$ cat src/rtl/accum_alu.sv
// accum_alu: single-stage ALU with a running accumulator, a valid/ready
// handshake on both sides, and a count of accepted requests.
module accum_alu #(
  parameter int unsigned WIDTH = 8,
  parameter int unsigned CNT_W = 8
) (
  input  logic             clk,
  input  logic             rst_n,
  input  logic             in_valid,
  output logic             in_ready,
  input  logic [2:0]       op,
  input  logic [WIDTH-1:0] a,
  input  logic [WIDTH-1:0] b,
  output logic             out_valid,
  input  logic             out_ready,
  output logic [WIDTH-1:0] result,
  output logic             carry,
  output logic             err,
  output logic [WIDTH-1:0] acc,
  output logic [CNT_W-1:0] count
);

  localparam int unsigned EXT_W = WIDTH + 1;

  typedef enum logic [2:0] {
    OP_ADD  = 3'd0,
    OP_SUB  = 3'd1,
    OP_ADDS = 3'd2,
    OP_ACC  = 3'd3,
    OP_ACCS = 3'd4,
    OP_CLR  = 3'd5
  } op_e;

  localparam logic [WIDTH-1:0] MAX_VAL = {WIDTH{1'b1}};

  logic             accept;
  logic [EXT_W-1:0] sum_ab;
  logic [EXT_W-1:0] diff_ab;
  logic [EXT_W-1:0] sum_acc;
  logic [WIDTH-1:0] nxt_result;
  logic             nxt_carry;
  logic             nxt_err;
  logic [WIDTH-1:0] nxt_acc;

  // The result slot frees up when it is empty or being drained this cycle.
  assign in_ready = !out_valid || out_ready;
  assign accept   = in_valid && in_ready;

  // Operation datapath; accumulator ops read the live register so
  // back-to-back accumulates always chain on the latest value.
  always_comb begin
    sum_ab     = EXT_W'(a) + EXT_W'(b);
    diff_ab    = EXT_W'(a) - EXT_W'(b);
    sum_acc    = EXT_W'(acc) + EXT_W'(a);
    nxt_result = '0;
    nxt_carry  = 1'b0;
    nxt_err    = 1'b0;
    nxt_acc    = acc;
    case (op)
      OP_ADD: begin
        nxt_result = sum_ab[WIDTH-1:0];
        nxt_carry  = sum_ab[WIDTH];
      end
      OP_SUB: begin
        nxt_result = diff_ab[WIDTH-1:0];
        nxt_carry  = diff_ab[WIDTH];
      end
      OP_ADDS: begin
        nxt_carry  = sum_ab[WIDTH];
        nxt_result = sum_ab[WIDTH] ? MAX_VAL : sum_ab[WIDTH-1:0];
      end
      OP_ACC: begin
        nxt_acc    = sum_acc[WIDTH-1:0];
        nxt_result = sum_acc[WIDTH-1:0];
        nxt_carry  = sum_acc[WIDTH];
      end
      OP_ACCS: begin
        nxt_carry  = sum_acc[WIDTH];
        nxt_acc    = sum_acc[WIDTH] ? MAX_VAL : sum_acc[WIDTH-1:0];
        nxt_result = sum_acc[WIDTH] ? MAX_VAL : sum_acc[WIDTH-1:0];
      end
      OP_CLR: begin
        nxt_acc    = '0;
      end
      default: begin
        nxt_err    = 1'b1;
      end
    endcase
  end

  // Result register, accumulator and request counter.
  always_ff @(posedge clk) begin
    if (!rst_n) begin
      out_valid <= 1'b0;
      result    <= '0;
      carry     <= 1'b0;
      err       <= 1'b0;
      acc       <= '0;
      count     <= '0;
    end else if (accept) begin
      out_valid <= 1'b1;
      result    <= nxt_result;
      carry     <= nxt_carry;
      err       <= nxt_err;
      acc       <= nxt_acc;
      count     <= count + CNT_W'(1);
    end else if (out_ready) begin
      out_valid <= 1'b0;
    end
  end

endmodule

$ cat config.mk
export PLATFORM = sky130hd
export DESIGN_NAME = accum_alu
export DESIGN_NICKNAME = d
export VERILOG_FILES = /design/src/rtl/accum_alu.sv
export SDC_FILE = /design/constraint.sdc
export NUM_CORES = 1
export LEC_CHECK = 0
export CORE_MARGIN = 5
export CORE_UTILIZATION = 47
export CTS_BUF_LIST = sky130_fd_sc_hd__clkbuf_16
export DETAILED_ROUTE_END_ITERATION = 7
export GPL_TIMING_DRIVEN = 0
export PLACE_DENSITY = 0.79
export SETUP_SLACK_MARGIN = 0.5
export SLEW_MARGIN = 40
export SYNTH_ARGS = -nofsm -noshare
export SYNTH_HDL_FRONTEND = slang
export SYNTH_SLANG_ARGS = --single-unit
export TNS_END_PERCENT = 5
$ cat constraint.sdc
create_clock -name clk -period 1.9 [get_ports clk]
set_input_delay 0.285 -clock clk [delete_from_list [all_inputs] [get_ports clk]]
set_output_delay 0.285 -clock clk [all_outputs]
set_load 0.05 [all_outputs]
* Word-level counts from Yosys, hierarchy flattened
Cells that the tools add are included.
** Cells by class
- Add/subtract/negate cells :: 4
- $mul :: 0
- Bitwise gates (word level) :: 0
- Reductions and logical operators :: 10
- $lt $le $gt $ge :: 0
- Shifts and indexed selects :: 0
- Multiplexer cells :: 8
- Eq/ne operators :: 5
- Div/mod/pow operators :: 0
** Operators by type and width (count)
- 8-bit one-hot mux with 5 select lines :: 1
- 8-bit one-hot mux with 3 select lines :: 1
- 8-bit by 8-bit adder with 9-bit output :: 2
- 8-bit 2-to-1 mux :: 2
- 8-bit by 8-bit subtractor with 9-bit output :: 1
- 8-bit by 1-bit adder with 8-bit output, second input constant :: 1
- 3-bit by 2-bit == test with 1-bit output, second input constant :: 2
- 3-bit == test, second input constant :: 2
- 6-bit OR reduction :: 1
- 2-bit OR reduction :: 2
- 3-bit by 1-bit == test with 1-bit output, second input constant :: 1
- 3-bit zero test :: 1
- 1-bit 2-to-1 mux :: 3
- 1-bit one-hot mux with 3 select lines :: 1
- 3-bit nonzero test :: 1
- 2-bit AND reduction :: 1
- 2-bit nonzero test :: 1
- 1-bit logical AND :: 1
- 1-bit zero test :: 1
- 1-bit logical OR :: 1
** Storage, ports and cells
- Register bits after elaboration :: 27
- ROM bits :: 0
- Memories :: 0
- Output and inout port bits :: 28
- Bits in writable memories :: 0
- Latch bits :: 0
- Input bits :: 23
- Logic and storage cells :: 33

* Longest topological paths before layout
Gate-level depths: netlist (run 1).
- Depth after elaboration :: 4
- Depth in mapped cells :: 9
- Mapped depth without buffers :: 9

* Least setup slack after synthesis (run 1)
No wires, ideal clock.
- Kind :: register -> register
- Start :: reg acc[0]
- End :: reg result[1]
- Buffers on the path :: 0
- Setup slack :: -0.444 ns
- Data required time :: 1.783 ns
- Data arrival time :: 2.226 ns
- Library setup time :: 0.117 ns
- Period minus slack after synthesis :: 2.344 ns
- Cell stages (with the launch flop) :: 9
- Path through :: dfxtp_1 ha_1 fa_1 a21oi_1 o211ai_2 a31o_2 o21ai_0 o211ai_1 a32o_1
** Between the ends
- Cells in the longest elaborated chain, start to end :: 3
** RTL lines
- start, declared :: line 19 : output logic [WIDTH-1:0] acc,
- start signal, assigned :: line 105 : acc <= nxt_acc;
- 8-bit by 8-bit adder with 9-bit output (*) :: line 54 : sum_acc = EXT_W'(acc) + EXT_W'(a);
- 8-bit 2-to-1 mux :: line 80 : nxt_result = sum_acc[WIDTH] ? MAX_VAL : sum_acc[WIDTH-1:0];
- 8-bit one-hot mux with 5 select lines (*) :: line 59 : case (op)
- end signal, assigned :: line 102 : result <= nxt_result;
- end, declared :: line 16 : output logic [WIDTH-1:0] result,
Every way passes the cells marked *; elsewhere a longest branch is shown, timed or not.
A chain may end at the register's enable or synchronous reset.

* Worst setup path in the final report (run 1)
- Start :: reg acc[0]
- End :: reg result[6]
Same word-level chain as after synthesis.

==> results of run 1 <==
[cells in the final DEF (no fill, tap or decap), drive strengths merged, types with 3 or more instances in the layout]
| master | Yosys | final |
|---|---|---|
| xnor2 | 9 | 9 |
| a21oi | 22 | 22 |
| a31oi | 7 | 7 |
| fa | 3 | 3 |
| and2 | 7 | 7 |
| nand4 | 3 | 3 |
| xor2 | 4 | 4 |
| nand2 | 26 | 26 |
| clkbuf | 9 | 21 |
| a32o | 4 | 4 |
| inv | 21 | 22 |
| buf | 5 | 30 |
| o21ai | 25 | 25 |
| or3 | 3 | 3 |
| ha | 25 | 25 |
| dlymetal6s2s | 0 | 22 |
| nor2 | 21 | 21 |
| nand2b | 11 | 11 |
| a21o | 7 | 7 |
| dlygate4sd2 | 0 | 4 |
| nor3 | 5 | 5 |
| dfxtp | 27 | 27 |
| clkdlybuf4s50 | 0 | 6 |
| a211oi | 8 | 8 |
| nand3 | 13 | 13 |
| a21boi | 6 | 6 |
| o211ai | 7 | 7 |
| nor2b | 7 | 7 |
[kinds of logic (layout without fill, tap and decap cells)]
logic type / after synthesis / after routing / synth area share
flops: 27 / 27 / 0.219
mux: 1 / 1 / 0.00405
compound gates: 107 / 107 / 0.297
buf+inv: 35 / 106 / 0.0577
simple gates: 108 / 108 / 0.226
fa+ha+maj: 28 / 28 / 0.151
xor+xnor: 13 / 13 / 0.0461
[per-layer routing]
metal / vias up / track usage / routed length (um)
li1: 1303 / - / -
met1: 1331 / 0.283 / 3300
met2: 173 / 0.438 / 4150
met3: 56 / 0.0293 / 605
met4: 0 / 0.0850 / 326
met5: - / 0 / 0
[sequential cells by signal, indices dropped and copies added, names as in the netlist]
name,flops
carry,1
err,1
out_valid,1
count,8
acc,8
result,8
[stage by stage]
stage	setup slack, ns	setup TNS [ns]	utilization
after floorplan	-0.154	-1.08	-
after global placement	-0.961	-13.04	0.602
after detailed placement	-1.01	-13.59	0.602
after CTS	-0.147	-1.58	0.680
after global routing	-0.248	-2.77	0.714
final	-0.152	-1.20	0.714
[path summary, 6_finish.rpt]
kind / start / end / slack (ns) / cells after the start
worst min-delay path: out_ready / out_valid / 0.36 / 3
worst max register to register: acc[0] / result[6] / -0.15 / 9
worst min register to register: err / err / 0.47 / 2
worst max-delay path: acc[0] / result[6] / -0.15 / 9
[Yosys cell counts (3+ instances only)]
cell / number / area (um^2)
a211oi_1: 8 / 60.1
a21boi_0: 6 / 45.0
a21o_1: 7 / 52.6
a21oi_1: 21 / 105
a31oi_1: 7 / 43.8
a32o_1: 4 / 40.0
and2_1: 6 / 37.5
buf_2: 3 / 15.0
clkbuf_1: 9 / 33.8
dfxtp_1: 27 / 541
fa_1: 3 / 60.1
ha_1: 25 / 313
inv_1: 21 / 78.8
nand2_1: 26 / 97.6
nand2b_1: 11 / 68.8
nand3_1: 13 / 65.1
nand4_1: 3 / 18.8
nor2_1: 21 / 78.8
nor2b_1: 6 / 37.5
nor3_1: 5 / 25.0
o211ai_1: 6 / 45.0
o21ai_0: 25 / 125
or3_1: 3 / 18.8
xnor2_1: 9 / 78.8
xor2_1: 4 / 35.0
[timing repair]
action                     CTS  global route
gates resized for setup     82            80
gates cloned                 0             0
setup endpoints to repair   55            55
hold buffers                 0             0
setup buffers               15             3
pin swaps                   21            25
[critical path, stage by stage (launching register included)]
cell and delay [ns]:
dfxtp_4 0.35, ha_4 0.16, fa_2 0.38, a21oi_4 0.18, o211ai_4 0.13, buf_4 0.18, nor3_1 0.17, a21oi_1 0.10
a22oi_1 0.19, a31oi_1 0.10
[power by group]
part | switching, W | internal, W | total, W
Combinational | 0.000528 | 0.000364 | 0.000893
Clock | 0.000211 | 0.000283 | 0.000494
Sequential | 0.0000209 | 0.000594 | 0.000615
Total | 0.000760 | 0.00124 | 0.00200
[layout make-up]
type                       count  area [um^2]
buffer                        14         83.8
clock buffer                   3         75.1
clock inverter                 1         3.75
fill                         397         1460
inverter                      21         78.8
multi-input combinational    257         2160
sequential                    27          556
tap                           70         87.6
timing repair buffer          67          598
==> results_dict.tcl, run 1 <==
set metrics [dict create \
    hold_ws_ns 0.356 \
    postLayoutCellArea_um2 3640 \
    p_leak_nw 1.83 \
    fp.dieW_um 82.5 \
    ys_seq_elements 27 \
    crit_path_start_kind "register" \
    wire_per_inst_um 18.2 \
    power.total_w 0.00200 \
    post_synth.cell_area_avg_um2 7.75 \
    antenna_found_initial 0 \
    die_h_um 82.5 \
    via_count 2863 \
    grt_max_degree 15 \
    rsz0062_at_grt "yes" \
    cts_sinks 27 \
    crit_type "register to register" \
    powerDensity_nw_per_um2 549 \
    gp_congestion 0.891 \
    yosysUniqueCellTypes 57 \
    crit_fanout 5 \
    start_util 0.484 \
    drive_above_1_share 0.295 \
    htreeDepth 1 \
    synth_ff_type "dfxtp_1" \
    clk_pin_slew_ns 0.07 \
    drt_iter0_markers 361 \
    relSlewSlack 0.601 \
    fin_nets 442 \
    fmax_mhz 487 \
    cts_buffers 3 \
    die-area_um2 6810 \
    ys_seq_area_frac 0.219 \
    cp_data_arrival_time_ns 2.20 \
    drt_pass1_iterations 5 \
    clockBufferDepth 2 \
    peakVddDrop_v 0.000408 \
    async_flop_share 0 \
    placed_area_um2 3080 \
    routed_via_density 6.22 \
    worstHoldPathType "input pin to register" \
    synth_edf_count 0 \
    dpl.hpwl_um 5500 \
    gr-total-overflow 0 \
    cts_tree "done" \
    syn2layout_area_growth_pct 47.4 \
    wl_um 8380 \
    placedCellCount 438 \
    io_buffers 49 \
    row_count 26 \
    instances_no_fill 460 \
    tightest_slew_ns 0.598 \
    grtUsageTotal 0.239 \
    final_antenna_net_count 0 \
    hold_violations 0 \
    critPathRequiredTime_ns 2.05 \
    ioPinCount 51 \
    status "finished, violations left" \
    syn_area_um2 2470 \
    fin_skew_ns 0.00298 \
    ys_warn_count 0 \
    maxSlewViolCount 0 \
    netlist_instances 319 \
    worstSetupEndpointType "register" \
    cts_root_buf "clkbuf_16" \
    grt_pass1_vias 2730 \
    grt_pass1_wl_um 12600 \
    finalSetupViolCount 12 \
    max-cap-violations 0 \
    setup_ws_ns -0.152 \
    violations "negative setup slack" \
    diodes 0 \
    core-area_um2 5110 \
    finalCritPeriodShare 1.08 \
    clk_latency_ns 0.27 \
    synth_fp_nets 370 \
    drcViolationCount 0 \
    fin_crit_ns 2.05 \
]
(Power assumes the default switching activity.)
==> run 2, diff against run 1 <==
--- a/config.mk
+++ b/config.mk
@@ -5,6 +5,7 @@
 export SDC_FILE = /design/constraint.sdc
 export NUM_CORES = 1
 export LEC_CHECK = 0
+export CORE_ASPECT_RATIO = 0.7
 export CORE_MARGIN = 5
 export CORE_UTILIZATION = 47
 export CTS_BUF_LIST = sky130_fd_sc_hd__clkbuf_16
==> run 2 against run 1 <==
Net effect: the flow still finishes with violations (negative setup slack); global-route usage down 2.0 points; design area down 1.3%; cell count down 0.43%; largest cell class unchanged; clock-buffer cell count unchanged; critical path type unchanged; non-clock buffer count down 4; first-iteration DRC count down 39%; via count down 5.5%.
==> results_dict.tcl, run 2 (same netlist as run 1, synthesis figures left out) <==
set metrics [dict create \
    grt_pass1_vias 2580 \
    io_buffers 49 \
    via_count 2706 \
    crit_path_top_delay_cell "fa_2" \
    timing.rr.start "acc[0]" \
    holdPathEnd "out_valid" \
    placed_area_um2 3080 \
    final_common_cell "nand2_1" \
    setup_ws_ns -0.175 \
    drcViolationCount 0 \
    reg2reg_slack_ns -0.17 \
    max-cap-violations 0 \
    violations "negative setup slack" \
    htreeDepth 1 \
    syn2layout_area_growth_pct 45.5 \
    wl_um 8180 \
    fmax_mhz 482 \
    tightest_slew_ns 0.581 \
    critPathRequiredTime_ns 2.06 \
    crit_path_start_kind "register" \
    die_h_um 70.7 \
    die-area_um2 6830 \
    fp.dieW_um 96.7 \
    core-area_um2 5170 \
    worstHoldPathType "input pin to register" \
    reg2reg_to "result[1]" \
    cts_sinks 27 \
    p_leak_nw 1.50 \
    hold_violations 0 \
    routed_via_density 5.91 \
    postCtsHoldBufs 0 \
    start_util 0.478 \
    drt_pass1_iterations 7 \
    status "finished, violations left" \
    relSlewSlack 0.612 \
    clk_pin_slew_ns 0.07 \
    final_cell_mix "nand2_1, nor2_1, dfxtp_1, clkdlybuf4s15_2, inv_1" \
    dpl.hpwl_um 5600 \
    peakVddDrop_v 0.000438 \
    critPathMaxStageDelay_ns 0.38 \
    gr-total-overflow 0 \
    fin_nets 438 \
    clk_latency_ns 0.26 \
    powerDensity_nw_per_um2 553 \
    cts_tree "done" \
    crit_type "register to register" \
    row_count 22 \
    fin_skew_ns 0.00408 \
    worstSetupEndpointType "register" \
    crit_chain "ha_4 > fa_2 > a21oi_4 > o211ai_4 > a31o_4 > o21ai_1 > o211ai_1 > a32o_1" \
    postLayoutCellArea_um2 3600 \
    cp_data_arrival_time_ns 2.23 \
    maxSlewViolCount 0 \
    r2r_cells 8 \
    finalCritPeriodShare 1.09 \
    crit_fanout 6 \
    power.total_w 0.00199 \
    antenna_found_initial 0 \
    cts_buffers 3 \
    final_antenna_net_count 0 \
    diodes 0 \
    cts_root_buf "clkbuf_16" \
    hold-path-cell-count 3 \
    drive_above_1_share 0.342 \
    grtUsageTotal 0.219 \
    rsz0062_at_grt "yes" \
    grt_max_degree 16 \
    drt_iter0_markers 219 \
    fillers 415 \
    wire_per_inst_um 17.9 \
    largest_registers "acc x8, count x8, result x8" \
    min_from "in_valid" \
    grt_pass1_wl_um 12400 \
    fin_crit_ns 2.07 \
    finalSetupViolCount 17 \
    gp_congestion 0.947 \
    clockBufferDepth 2 \
    ioPinCount 51 \
]
==> run 2: area by class of cell <==
cell class | count | area [um^2] | share of cell area
multi-input combinational | 257 | 2180 | 0.605
sequential | 27 | 557 | 0.155
timing repair buffer | 63 | 531 | 0.147
tap | 72 | 90.1 | 0.0250
buffer | 14 | 86.3 | 0.0240
inverter | 21 | 78.8 | 0.0219
clock buffer | 3 | 75.1 | 0.0209
clock inverter | 1 | 5.00 | 0.00139
==> run 2: per-layer routing <==
metal,wire [um],part of all wire,up-vias,track usage
met5,0,0,-,0
met4,142,0.017,0,0.0452
met3,858,0.10,18,0.0828
met2,3730,0.46,117,0.359
met1,3450,0.42,1280,0.277
li1,-,-,1291,-
==> run 2: where the power goes <==
part	switching [W]	internal, W	total, W
Clock	0.000201	0.000284	0.000485
Sequential	0.0000232	0.000594	0.000617
Combinational	0.000526	0.000364	0.000889
Total	0.000749	0.00124	0.00199
==> run 2: critical path, delay by kind of cell, from the launching register on <==
kind                       cells  cell delay (ns)
AOI/OAI and AO/OA              6             1.07
adders and majority gates      2             0.54
DFF                            1             0.35
==> run 2: repair_timing <==
action / CTS / global route
buffers inserted: 7 / 7
endpoints found under the setup margin: 55 / 36
pin swaps: 26 / 29
gates resized for setup: 161 / 66
==> run 2: metrics by stage <==
step | utilization | setup TNS (ns) | cells | hold WS [ns] | worst slack (ns)
after floorplan | - | -1.08 | 319 | 0.424 | -0.154
after global placement | 0.595 | -13.39 | 440 | 0.443 | -0.947
after detailed placement | 0.595 | -13.87 | 440 | 0.453 | -0.949
after CTS | 0.668 | -1.79 | 451 | 0.433 | -0.173
after global routing | 0.695 | -3.23 | 458 | 0.445 | -0.233
final | 0.695 | -1.89 | 458 | 0.417 | -0.175
==> run 2: how the worst max path moves through the flow <==
| stage | to | startpoint | slack, ns | depth (start not counted) |
|---|---|---|---|---|
| floorplan | result[1] | acc[0] | -0.15 | 8 |
| global placement | result[1] | a[2] | -0.95 | 8 |
| detailed placement | result[1] | a[2] | -0.95 | 8 |
| CTS | result[1] | acc[0] | -0.17 | 8 |
| global route | result[1] | acc[0] | -0.23 | 8 |
| finish | result[1] | acc[0] | -0.17 | 8 |
